==> src/rtl/router_pkg.sv <==
// router_pkg
// Shared types and constants for the router input path. Both the register
// block and router_fsm import this package so the state encoding and the
// default geometry stay in one place.
//   state_t       : 3-bit FSM state encoding
//   RESET_STATE   : state entered on rst
//   DEF_NUM_FIFO  : default number of destination FIFOs
//   DEF_ADDR_W    : default width of the header address field
package router_pkg;

    typedef enum logic [2:0] {
        DA  = 3'd0,   // DECODE_ADDRESS
        LFD = 3'd1,   // LOAD_FIRST_DATA
        LD  = 3'd2,   // LOAD_DATA
        FFS = 3'd3,   // FIFO_FULL_STATE
        LAF = 3'd4,   // LOAD_AFTER_FULL
        LP  = 3'd5,   // LOAD_PARITY
        CPE = 3'd6,   // CHECK_PARITY_ERROR
        WTE = 3'd7    // WAIT_TILL_EMPTY
    } state_t;

    localparam state_t RESET_STATE  = DA;
    localparam int     DEF_NUM_FIFO = 3;
    localparam int     DEF_ADDR_W   = 2;

endpackage

==> src/rtl/router_fsm.sv <==
// router_fsm
// Packet-sequencing controller for the router input path. Decodes the header
// address, then walks the byte register / FIFO write path through header,
// payload, FIFO-full stall and parity states.
// Ports:
//   clk, rst         : clock, asynchronous active-high reset
//   pkt_valid        : source packet valid (low on the parity byte)
//   din              : address field of the current input byte
//   fifo_full        : full flag of the selected FIFO
//   fifo_empty       : per-FIFO empty flags
//   soft_reset       : per-FIFO read-timeout soft resets
//   parity_done      : parity byte captured (register block)
//   low_pkt_valid    : pkt_valid fell while stalled (register block)
//   detect_add .. rst_int_reg : one-hot state strobes
//   write_enb_reg    : FIFO write enable
//   busy             : stall request to the source
//   addr             : latched destination, drives FIFO select
module router_fsm
    import router_pkg::*;
#(
    parameter int NUM_FIFO = DEF_NUM_FIFO,
    parameter int ADDR_W   = DEF_ADDR_W
) (
    input  logic                clk,
    input  logic                rst,
    input  logic                pkt_valid,
    input  logic [ADDR_W-1:0]   din,
    input  logic                fifo_full,
    input  logic [NUM_FIFO-1:0] fifo_empty,
    input  logic [NUM_FIFO-1:0] soft_reset,
    input  logic                parity_done,
    input  logic                low_pkt_valid,
    output logic                detect_add,
    output logic                lfd_state,
    output logic                ld_state,
    output logic                full_state,
    output logic                laf_state,
    output logic                rst_int_reg,
    output logic                write_enb_reg,
    output logic                busy,
    output logic [ADDR_W-1:0]   addr
);

    // Per-FIFO flags are zero-padded to the full address space so they can be
    // indexed by any din/addr value; out-of-range slots are never selected
    // because avalid filters them and addr only latches valid addresses.
    localparam int              EXT_W      = 1 << ADDR_W;
    localparam logic [ADDR_W:0] NUM_FIFO_W = NUM_FIFO[ADDR_W:0];

    state_t             state, next_state;
    logic [EXT_W-1:0]   empty_ext, sr_ext;
    logic               avalid;

    always_comb begin
        empty_ext = '0;
        sr_ext    = '0;
        empty_ext[NUM_FIFO-1:0] = fifo_empty;
        sr_ext[NUM_FIFO-1:0]    = soft_reset;
    end

    assign avalid = pkt_valid && ({1'b0, din} < NUM_FIFO_W);

    always_comb begin
        next_state = state;
        case (state)
            DA: begin
                if (avalid)
                    next_state = empty_ext[din] ? LFD : WTE;
            end
            LFD: next_state = LD;
            LD: begin
                // fifo_full wins over end-of-packet
                if (fifo_full)       next_state = FFS;
                else if (!pkt_valid) next_state = LP;
            end
            FFS: begin
                if (!fifo_full) next_state = LAF;
            end
            LAF: begin
                if (parity_done)        next_state = DA;
                else if (low_pkt_valid) next_state = LP;
                else                    next_state = LD;
            end
            LP:  next_state = CPE;
            CPE: next_state = fifo_full ? FFS : DA;
            WTE: begin
                if (empty_ext[addr]) next_state = LFD;
            end
            default: next_state = DA;
        endcase
        // Read-timeout on the selected FIFO abandons the packet from anywhere.
        if (state != DA && sr_ext[addr])
            next_state = DA;
    end

    always_ff @(posedge clk or posedge rst) begin
        if (rst) begin
            state <= RESET_STATE;
            addr  <= '0;
        end else begin
            state <= next_state;
            if (state == DA && avalid)
                addr <= din;
        end
    end

    // Pure state decodes: no input reaches an output combinationally.
    assign detect_add    = (state == DA);
    assign lfd_state     = (state == LFD);
    assign ld_state      = (state == LD);
    assign full_state    = (state == FFS);
    assign laf_state     = (state == LAF);
    assign rst_int_reg   = (state == CPE);
    assign write_enb_reg = (state == LD) || (state == LAF) || (state == LP);
    assign busy          = !((state == DA) || (state == LD));

endmodule
==> config.mk <==
export PLATFORM = sky130hd
export DESIGN_NAME = router_fsm
export DESIGN_NICKNAME = d
export VERILOG_FILES = /design/src/rtl/router_pkg.sv /design/src/rtl/router_fsm.sv
export SDC_FILE = /design/constraint.sdc
export NUM_CORES = 1
export LEC_CHECK = 0
export CORE_MARGIN = 8
export CORE_UTILIZATION = 25
export DETAILED_ROUTE_END_ITERATION = 8
export GPL_TIMING_DRIVEN = 0
export PLACE_DENSITY = 0.64
export SLEW_MARGIN = 20
export SYNTH_ARGS = -nofsm -noshare
export SYNTH_HDL_FRONTEND = slang
export SYNTH_SLANG_ARGS = --single-unit
==> constraint.sdc <==
create_clock -name clk -period 1.35 [get_ports clk]
set_input_delay 0.27 -clock clk [delete_from_list [all_inputs] [get_ports clk]]
set_output_delay 0.27 -clock clk [all_outputs]
set_load 0.03 [all_outputs]
==> flow_summary.yaml <==
status:
  status: "complete, but fails checks"
  violations: "negative setup slack"
pwr:
  p_per_area_mw_per_mm2: 2310
  combPwrFrac_pct: 77.4
  clock_power_share_pct: 7.6
  irDropWorstVdd_uv: 1360
  power.internal_mw: 1.16
  power.switching_mw: 0.994
  finalPower_mw: 2.16
  netSwitchingFraction_pct: 46.1
  leakagePower_nw: 0.405
  power_frac_seq_pct: 15.1
finish:
  n_antenna_cell: 0
  syn2layout_area_growth_pct: 104
  drive_gt1_share_pct: 49.0
  multi_input_comb_area_sq_um: 375
  nets: 111
  seqCellArea_sq_um: 128
  fin_area_sq_um: 935
  layout_common_cells: "clkdlybuf4s50_1 (12), buf_4 (10), buf_6 (8), nor2_1 (5), a21oi_1 (5)"
  num-fill-cells: 158
  layout_commonest_cell: "clkdlybuf4s50_1"
worst_setup_path:
  reg2reg_from: "state[0]$_DFFE_PP0P_"
  max_stage_delay_ns: 0.43
  critPathKind: "reg2out"
  crit_path_top_delay_cell: "dfrtp_2"
  path_max_fanout: 6
  rr_worst_depth: 6
  cp_cell_sequence: "buf_4 -> buf_12 -> nor3b_4 -> buf_6"
  cp-end-kind: "output port"
  r2r-end: "state[1]$_DFFE_PP0P_"
  worstPathRequired_ns: 1.08
  cp-start-kind: "register"
  arrival_ns: 1.31
  cp_num_buf_inv: 3
  reg2reg_slack_ns: -0.17
  cpLargestDelayFamily: "buffers and inverters"
clock_network:
  root_buffer: "clkbuf_4"
  htreeDepth: 1
  clk_pin_slew_ns: 0.04
  clock_latency_ns: 0.23
  ctsLongestPathBuffers: 2
  cts_tree: "yes"
  cts_buffers: 3
  hold_buffers: 0
  clkSinkCount: 5
logic_synthesis:
  netlist_instances: 58
  synth.distinct_cells: 26
  synth_nets: 72
  syn_area_sq_um: 458
  synth_area_per_cell_sq_um: 7.90
  yosysSeqAreaShare_pct: 27.3
  ys_warn_count: 0
  synth_seq_cells: 5
min_path:
  hp-class: "in2async"
floorplanning:
  start_util_pct: 26.5
  core-area_sq_mm: 0.00173
  io_pins: 24
  die-area_sq_mm: 0.00346
  chipWidth_um: 58.8
  rows: 15
  die_y_um: 58.8
grt:
  grt.total_usage_pct: 9.42
  grt_pass1_vias: 572
  grt_max_degree: 11
  antenna_found_initial: 0
  grt_overflow: 0
  grt_pass1_wl_um: 2550
run:
  cap_violations: 0
detailed_routing:
  drt-total-wl_um: 1660
  vias: 567
  drc: 0
  routed_via_density: 4.69
  post_drt_wl_per_cell_um: 13.7
  drt_iter0_markers: 25
  ant_nets: 0
  drt_pass1_iterations: 4
placement:
  place_area_sq_um: 768
  io_buffer_count: 23
  dp_hpwl_um: 1100
  routabilityCongestion: 0.730
timing:
  post-route-period-util_pct: 117
  skew_ns: 0.0000358
  min_period_ns: 1.58
  maxSlewHeadroom_pct: 73.7
  setup_viol: 13
  setup-tns-final_ns: -1.96
  holdWs_ns: 0.225
  drv_slew: 0
  rsz0062_at_grt: "yes"
  tightest_slew_ns: 0.393
  fmaxAchievable_mhz: 635
  fin_ws_ns: -0.225
  hold_violations: 0
## synth_stat cells, drive strengths merged
library cell  number  area, sq um
or2b               1         7.51
nor2              10         37.5
nand2              3         11.3
a21o               1         7.51
dfrtp              5          125
o41ai              1         8.76
or2                1         8.76
a21oi              5         25.0
nor4b              1         8.76
nand3b             1         7.51
buf                1         5.00
o31a               1         10.0
and3               1         6.26
nor3b              4         30.0
inv                4         15.0
o221ai             1         15.0
o21a               2         15.0
and2               1         6.26
mux2i              3         30.0
a211oi             1         7.51
o22ai              1         6.26
o22a               2         20.0
nor2b              1         6.26
o31ai              1         12.5
o21ai              3         15.0
clkbuf             2         10.0
## final cells by class
type / count / area share [%]
multi-input combinational: 46 / 40.2
timing repair buffer: 35 / 35.5
sequential: 5 / 13.7
tap: 25 / 3.35
clock buffer: 4 / 2.81
buffer: 2 / 2.68
inverter: 4 / 1.87
## cell families (layout without fill, tap and decap cells)
family,count (synthesis),in the layout,synth area share (%)
muxes,3,3,6.56
and+or+nand+nor,24,24,28.4
DFF,5,5,27.3
buffers and inverters,7,45,6.56
AOI/OAI and AO/OA,19,19,31.1
## metrics by stage
stage	worst slack, ns	cells	utilization (%)
after floorplan	-0.203	58	-
after global placement	-0.569	106	44.5
after detailed placement	-0.570	106	44.5
after CTS	-0.264	116	50.9
after global routing	-0.284	121	54.1
final	-0.225	121	54.1
## power groups by stage
stage / clock network [mW] / logic (mW) / registers (mW)
6_report: 0.163 / 1.67 / 0.325
2_1_floorplan: 0 / 0.824 / 0.347
5_1_grt: 0.181 / 1.78 / 0.340
3_3_place_gp: 0 / 1.29 / 0.300
3_5_place_dp: 0 / 1.29 / 0.303
4_1_cts: 0.174 / 1.51 / 0.306
## per-layer routing
metal  GRT usage, %  vias up  wire [um]
li1               -      284          -
met1           9.90      275        645
met2           17.3        8        957
met3           1.52        0         56
met4           5.12        0          0
met5              0        -          0
## worst max-delay path by stage
stage	end	start	slack, ns	cells past startpoint
after CTS	write_enb_reg	state[2]$_DFFE_PP0P_	-0.26	5
after global placement	full_state	state[1]$_DFFE_PP0P_	-0.57	4
final	lfd_state	state[2]$_DFFE_PP0P_	-0.23	4
after detailed placement	write_enb_reg	state[1]$_DFFE_PP0P_	-0.57	5
after global routing	write_enb_reg	state[2]$_DFFE_PP0P_	-0.28	4
after floorplan	state[1]$_DFFE_PP0P_	state[2]$_DFFE_PP0P_	-0.20	6
## what timing repair did
action / in CTS / in global routing
buffers inserted: 6 / 6
cloned: 0 / 0
endpoints found under the hold margin: 0 / 0
setup endpoints to repair: 15 / 14
resized for setup: 66 / 8
pin swaps: 5 / 3
## state kept, by name, indices dropped and copies added, names as in the netlist
signal  cells
state       3
addr        2
No activity file was read; power rests on OpenSTA's default activity.
